`config.mk`:
```
export PLATFORM = sky130hd
export DESIGN_NAME = oram_mig_sequencer
export DESIGN_NICKNAME = d
export VERILOG_FILES = /design/src/rtl/oram_mig_pkg.sv /design/src/rtl/oram_mig_sequencer.sv
export SDC_FILE = /design/constraint.sdc
export NUM_CORES = 1
export LEC_CHECK = 0
export BUFFER_PORTS_ARGS = -buffer_cell sky130_fd_sc_hd__buf_4
export CAP_MARGIN = 20
export CORE_AREA = 2 2 130 132
export CTS_BUF_LIST = sky130_fd_sc_hd__clkbuf_16
export DETAILED_ROUTE_END_ITERATION = 6
export DIE_AREA = 0 0 132 134
export GPL_TIMING_DRIVEN = 1
export PLACE_DENSITY_LB_ADDON = 0.1
export RECOVER_POWER = 50
export SLEW_MARGIN = 20
export SYNTH_ARGS = -nofsm -noshare
export SYNTH_HDL_FRONTEND = slang
export SYNTH_SLANG_ARGS = --single-unit
```
`constraint.sdc`:
```
create_clock -name Clock -period 1.71 [get_ports Clock]
set_input_delay 0.0855 -clock Clock [delete_from_list [all_inputs] [get_ports Clock]]
set_output_delay 0.0855 -clock Clock [all_outputs]
set_load 0.05 [all_outputs]
```
`src/rtl/oram_mig_pkg.sv`:
```
// Shared constants for the ORAM MIG sequencer: command opcodes, FSM encoding, sizing helper.
// No logic here.
package oram_mig_pkg;

  localparam logic [2:0] MIG_CMD_WRITE = 3'b000;
  localparam logic [2:0] MIG_CMD_READ  = 3'b001;

  localparam logic [2:0] ST_IDLE  = 3'd0;
  localparam logic [2:0] ST_RCMD  = 3'd1;
  localparam logic [2:0] ST_WDATA = 3'd2;
  localparam logic [2:0] ST_WCMD  = 3'd3;
  localparam logic [2:0] ST_DONE  = 3'd4;

  function automatic int clog2(input int n);
    int r;
    r = 0;
    for (int v = n - 1; v > 0; v = v >> 1) r++;
    return r;
  endfunction

endpackage

```
`src/rtl/oram_mig_sequencer.sv`:
```
// Turns bucket descriptors into strided MIG commands, pushing write beats ahead of each write burst.
// First command/beat one cycle after accept; MIGRdy and WrFull stall in place with outputs held.
module oram_mig_sequencer
  import oram_mig_pkg::*;
#(
  parameter int DRAM_ADDR_WIDTH   = 30,
  parameter int DRAM_DATA_WIDTH   = 128,
  parameter int BURSTS_PER_BKT    = 4,
  parameter int BURST_ADDR_STRIDE = 8,
  parameter int BEATS_PER_BURST   = 2
) (
  input  logic                       Clock,
  input  logic                       Reset,
  input  logic [DRAM_ADDR_WIDTH-1:0] BktAddr,
  input  logic                       BktIsWrite,
  input  logic                       BktLast,
  input  logic                       BktValid,
  output logic                       BktReady,
  input  logic [DRAM_DATA_WIDTH-1:0] WrDataIn,
  input  logic                       WrDataInValid,
  output logic                       WrDataInReady,
  input  logic                       MIGRdy,
  output logic                       MIGEn,
  output logic [2:0]                 MIGInstr,
  output logic [DRAM_ADDR_WIDTH-1:0] MIGAddr,
  output logic                       WrEn,
  output logic [DRAM_DATA_WIDTH-1:0] WrData,
  output logic                       WrDataEnd,
  input  logic                       WrFull,
  output logic                       PathDone
);

  localparam int BurstCntW = (clog2(BURSTS_PER_BKT) > 1) ? clog2(BURSTS_PER_BKT) : 1;
  localparam int BeatCntW  = (clog2(BEATS_PER_BURST) > 1) ? clog2(BEATS_PER_BURST) : 1;
  localparam logic [DRAM_ADDR_WIDTH-1:0] AddrStride = DRAM_ADDR_WIDTH'(BURST_ADDR_STRIDE);

  logic [2:0]                 state;
  logic [DRAM_ADDR_WIDTH-1:0] addrReg;
  logic                       isWrite;
  logic                       isLast;
  logic [BurstCntW-1:0]       burstCnt;
  logic [BeatCntW-1:0]        beatCnt;

  logic inCmd;
  logic inData;
  logic lastBurst;
  logic lastBeat;
  logic wrPush;

  assign inCmd     = (state == ST_RCMD) || (state == ST_WCMD);
  assign inData    = (state == ST_WDATA);
  assign lastBurst = (burstCnt == BurstCntW'(BURSTS_PER_BKT - 1));
  assign lastBeat  = (beatCnt == BeatCntW'(BEATS_PER_BURST - 1));
  assign wrPush    = inData & WrDataInValid & ~WrFull;

  // Gated by Reset so the upstream never sees a ready while the block is held in reset.
  assign BktReady      = Reset & (state == ST_IDLE);
  assign MIGEn         = inCmd;
  assign MIGInstr      = (state == ST_WCMD) ? MIG_CMD_WRITE : MIG_CMD_READ;
  assign MIGAddr       = addrReg;
  assign WrDataInReady = inData & ~WrFull;
  assign WrEn          = wrPush;
  assign WrData        = inData ? WrDataIn : '0;
  assign WrDataEnd     = wrPush & lastBeat;
  assign PathDone      = (state == ST_DONE);

  always_ff @(posedge Clock or negedge Reset) begin
    if (!Reset) begin
      state    <= ST_IDLE;
      addrReg  <= '0;
      isWrite  <= 1'b0;
      isLast   <= 1'b0;
      burstCnt <= '0;
      beatCnt  <= '0;
    end else begin
      case (state)
        ST_IDLE: begin
          if (BktValid) begin
            addrReg  <= BktAddr;
            isWrite  <= BktIsWrite;
            isLast   <= BktLast;
            burstCnt <= '0;
            beatCnt  <= '0;
            state    <= BktIsWrite ? ST_WDATA : ST_RCMD;
          end
        end
        ST_RCMD, ST_WCMD: begin
          if (MIGRdy) begin
            addrReg  <= addrReg + AddrStride;
            burstCnt <= burstCnt + BurstCntW'(1);
            if (lastBurst) state <= isLast ? ST_DONE : ST_IDLE;
            else           state <= isWrite ? ST_WDATA : ST_RCMD;
          end
        end
        ST_WDATA: begin
          if (wrPush) begin
            if (lastBeat) begin
              beatCnt <= '0;
              state   <= ST_WCMD;
            end else begin
              beatCnt <= beatCnt + BeatCntW'(1);
            end
          end
        end
        ST_DONE: state <= ST_IDLE;
        default: state <= ST_IDLE;
      endcase
    end
  end

endmodule

```
[Word-level counts from Yosys, hierarchy flattened]
Index checks and enable logic that the tools add are counted.
Cells by class
  bitwise operators: 6
  reductions and logical operators: 9
  eq/ne operators: 9
  $add $sub $neg: 3
  mux-type cells: 21
Operator list (count)
  2-to-1 mux 128 bit: 1
  2-to-1 mux 30 bit: 2
  one-hot mux 30 bit (2 select lines): 1
  adder 30 x 4 -> 30 bit (second input constant): 1
  2-to-1 mux 3 bit: 6
  one-hot mux 3 bit (3 select lines): 1
  2-to-1 mux 2 bit: 4
  == test 3 x 2 -> 1 bit (second input constant): 2
  != test 2 bit (second input constant): 3
  AND reduction 3 bit: 2
  AND 1 bit: 5
  2-to-1 mux 1 bit: 4
  one-hot mux 2 bit (2 select lines): 1
  AND reduction 4 bit: 1
  nonzero test 2 bit: 2
  == test 3 x 1 -> 1 bit (second input constant): 1
  == test 3 bit (second input constant): 1
  zero test 3 bit: 1
  adder 2 x 1 -> 2 bit (second input constant): 1
  == test 2 bit (second input constant): 1
  != test 2 x 1 -> 1 bit (second input constant): 1
  one-hot mux 1 bit (2 select lines): 1
  AND reduction 2 bit: 1
  OR reduction 2 bit: 1
  other kinds (3): 3
Word-level totals
  flip-flop bits (word level): 38
  output and inout bits: 167
  word-level logic and storage cells: 54
  input bits: 166

[Logic depth before layout (Yosys ltp)]
  depth in word-level cells: 5
  mapped depth: 7
  gate-level depth less buffers: 5

[Worst setup path before layout]
OpenSTA, ideal clock, no wires.
  path type: register to output
  from: register state[1]
  to: output port BktReady
  path buffers: 2
  slack: -0.838 ns
  stages on the path, launching flop included: 4
  data arrival time: 2.463 ns
  required time: 1.624 ns
  path through: dfrtp_1 -> clkbuf_1 -> clkbuf_1 -> nor4b_1
On the way
  cells in the longest elaborated chain, start to end: 2
Ends and longest elaborated chain
  start, declared: RTL line oram_mig_sequencer.sv:37  | logic [2:0] state;
  start signal, assigned: RTL line oram_mig_sequencer.sv:84  | state <= BktIsWrite ? ST_WDATA : ST_RCMD;
  start signal, assigned: RTL line oram_mig_sequencer.sv:91  | if (lastBurst) state <= isLast ? ST_DONE : ST_IDLE;
  start signal, assigned: RTL line oram_mig_sequencer.sv:92  | else state <= isWrite ? ST_WDATA : ST_RCMD;
  zero test 3 bit: RTL line oram_mig_sequencer.sv:57  | assign BktReady = Reset & (state == ST_IDLE);
  AND 1 bit: RTL line oram_mig_sequencer.sv:57
  end, declared: RTL line oram_mig_sequencer.sv:18  | output logic BktReady,
Every way passes these cells.

[Worst setup path after layout]
  from: register state[0]
  to: output port WrData[33]
On the way
  cells in the longest elaborated chain, start to end: 2
Ends and longest elaborated chain
  == test 3 x 2 -> 1 bit: RTL line oram_mig_sequencer.sv:51  | assign inData = (state == ST_WDATA);
  2-to-1 mux 128 bit: RTL line oram_mig_sequencer.sv:63  | assign WrData = inData ? WrDataIn : '0;
  end, declared: RTL line oram_mig_sequencer.sv:27  | output logic [DRAM_DATA_WIDTH-1:0] WrData,
Every way passes these cells.

==> impl_metrics.json <==
{
  "synth-seq-cells": 38,
  "grt.total_usage_pct": 23.48,
  "nets": 984,
  "setup_slack_ns": -0.1026,
  "p_switching_mw": 8.882,
  "chipHeight_um": 134,
  "synth_top_area_share_pct": 28.84,
  "slew_headroom_pct": 26.94,
  "min_from": "BktLast",
  "root_buffer": "clkbuf_16",
  "r2r.worst_path.cells": 7,
  "synth_area_per_cell_um2": 7.278,
  "vias": 5225,
  "start_util_pct": 20.24,
  "area_delta_synth_final_pct": 141.4,
  "htree_num_levels": 2,
  "synth-edff-count": 0,
  "clk_pin_slew_ns": 0.06,
  "p_sw_share_pct": 55.26,
  "final_max_slew_viol_count": 0,
  "avgViaCountPerCell": 5.039,
  "startpoint_type": "flip-flop",
  "firstDrtPassIters": 4,
  "layout_min_cycle_time_ns": 1.813,
  "fp.dieW_um": 132,
  "globalplace.congestion": 0.8615,
  "use_met1_pct": 33.51,
  "yosys.area.top_type": "dfrtp_1",
  "design.core.area_um2": 16290,
  "grt_pass1_vias": 5012,
  "p_per_area_nw_per_um2": 2020,
  "boundaryPins": 333,
  "cts_buffer_depth": 2,
  "use_met2_pct": 35.16,
  "status": "finished, violations left",
  "synth_area_leaders": "dfrtp_1 (29%), and3_1 (25%), nand2_1 (5.1%)",
  "critPathCaptureType": "primary output",
  "worstHoldPathType": "in2reg",
  "pwr-share-comb_pct": 81.7,
  "tns_ns": -7.141,
  "dieArea_um2": 17690,
  "final_common_cell": "buf_4",
  "drive_above_1_share_pct": 62.55,
  "rr_endpoint": "MIGAddr[29]$_DFFE_PN0P_",
  "r2r_slack_ns": -0.08,
  "final_cell_mix": "buf_4 (239), buf_6 (91), and3_1 (72)",
  "p_leak_nw": 3.881,
  "port-buffer-count": 330,
  "ir_drop_mv": 0.7083,
  "finalSetupViolations": 130,
  "seq_power_share_pct": 11.5,
  "synthesis.area_um2": 3297,
  "grt_util_met3_pct": 8.692,
  "tightest_slew_ns": 1.096,
  "rsz0062_at_grt": "yes",
  "cp-startpoint": "state[0]$_DFFE_PN0P_",
  "ys_seq_area_share_pct": 28.84,
  "grt_max_degree": 79,
  "wl_per_cell_um": 22.35,
  "fillers": 1618,
  "cts_tree": "yes",
  "post-dp-hpwl_um": 17680,
  "syn-instance-count": 453,
  "fmax_mhz": 551.7,
  "crit_fanout": 13,
  "skew_ns": 0.007935,
  "whs_ns": 0.01488,
  "p_clk_share_pct": 6.8,
  "crit_required_ns": 1.62,
  "timing_worst_setup_path_type": "reg2out",
  "reg2reg_from": "state[1]$_DFFE_PN0P_",
  "p_total_mw": 16.07,
  "drc": 0,
  "gr-total-overflow": 0,
  "worstHoldPathCells": 3,
  "postRouteAntennaNets": 0,
  "hold_viol_final": 0,
  "yosys_most_used_dff": "dfrtp_1",
  "intPower_mw": 7.191,
  "cp.arrival_ns": 1.73,
  "cts_sinks": 38,
  "cap_violations": 0,
  "yosys_warnings": 0,
  "violations": "setup timing",
  "cts_buffers": 5,
  "critPathCapture": "WrData[33]",
  "drt_iter0_drc": 385,
  "num_rows": 47,
  "busiest_layer": "met2",
  "finalCritPeriodShare_pct": 106.0,
  "clock_latency_ns": 0.28,
  "grt_pass1_wl_um": 31710,
  "antenna_cells": 0,
  "async_reset_ff_share_pct": 100.0,
  "ys_types": 51,
  "finalWirelength_um": 23180,
  "antenna_found_initial": 0
}
## cells by family (layout without fill, tap and decap cells)
group / after synthesis / in the layout / synth area share (%)
simple gates: 273 / 273 / 46.72
fa+ha+maj: 2 / 2 / 0.7589
flops: 38 / 38 / 28.84
other cells: 1 / 2 / 0.1137
buf+inv: 54 / 417 / 6.565
compound gates: 85 / 85 / 17.00
## final cells by class
cell class              instances  area, um^2  share of cell area (%)
clock buffers                   5       125.1                   1.572
repair buffers                406        3975                   49.95
well taps                     220       275.3                   3.459
flip-flops and latches         38       975.9                   12.26
inverters                       3       16.27                  0.2044
clock inverters                 3       41.29                  0.5189
multi-input cells             362        2549                   32.03
## what timing repair did
item,4_1_cts,5_1_grt
setup buffers,9,1
hold buffers,3,0
resized for setup,180,130
endpoints found under the hold margin,40,0
cloned,4,6
setup endpoints to repair,139,160
pin swaps,8,31
## synthesized netlist by cell type (2+ instances only)
cell type,instances
a32oi_1,2
nand2_1,45
nor2_1,24
and4_1,4
ha_1,2
a2bb2oi_1,4
nor2b_1,2
nor4_1,8
nand2b_1,4
and2_1,4
buf_4,2
nor4b_1,4
dfrtp_1,38
nand3_1,16
a21oi_1,22
inv_1,3
and3_1,132
buf_1,2
nand4_1,13
o41a_1,3
a31oi_1,4
o211ai_1,4
or3_1,3
nor3_1,8
o21ai_0,19
buf_2,5
o41ai_1,2
o22ai_1,7
clkbuf_1,42
a211oi_1,3
o31a_1,2
## power by group through the flow
stage	combinational, mW	clock (mW)	sequential [mW]
5_1_grt	13.7	1.15	1.93
2_1_floorplan	5.59	0	3.04
6_report	13.1	1.09	1.85
3_3_place_gp	10.6	0	1.81
4_1_cts	12.1	1.11	1.82
3_5_place_dp	10.7	0	1.83
## worst max-delay path, cell delays in order, from the launching register on
cell and delay [ns]:
dfrtp_1 0.41, buf_6 0.14, nor2_4 0.18, buf_6 0.19
clkbuf_16 0.17, and3_1 0.19, buf_6 0.17
## registers in the layout, indices dropped and copies added, names as in the netlist
register and flops:
MIGAddr 30, state 3, burstCnt 2, beatCnt 1
isLast 1, isWrite 1
## per-stage QoR
stage / instances / utilization, % / cell area, um^2 / setup WS (ns)
global placement: 1009 / 39.25 / 6394 / -0.06166
floorplan: 454 / - / 3382 / -0.1230
finish: 1037 / 48.85 / 7958 / -0.1026
global route: 1037 / 48.85 / 7958 / -0.1559
detailed placement: 1009 / 39.25 / 6394 / -0.1097
CTS: 1033 / 45.46 / 7406 / -0.09326
## worst min-delay path by stage
stage | to | slack, ns
final | isLast$_DFFE_PN0P_ | 0.01
after floorplan | MIGAddr[0]$_DFFE_PN0P_ | -0.21
after CTS | isLast$_DFFE_PN0P_ | 0.004
after global routing | isLast$_DFFE_PN0P_ | 0.02
after detailed placement | MIGAddr[23]$_DFFE_PN0P_ | 0.26
after global placement | MIGAddr[16]$_DFFE_PN0P_ | 0.27
## layer usage
metal,part of all wire (%),up-vias
met1,45,2536
met2,44,257
met4,0.40,0
li1,-,2424
met3,10,8
met5,0,-
No activity file was read; power rests on OpenSTA's default activity.
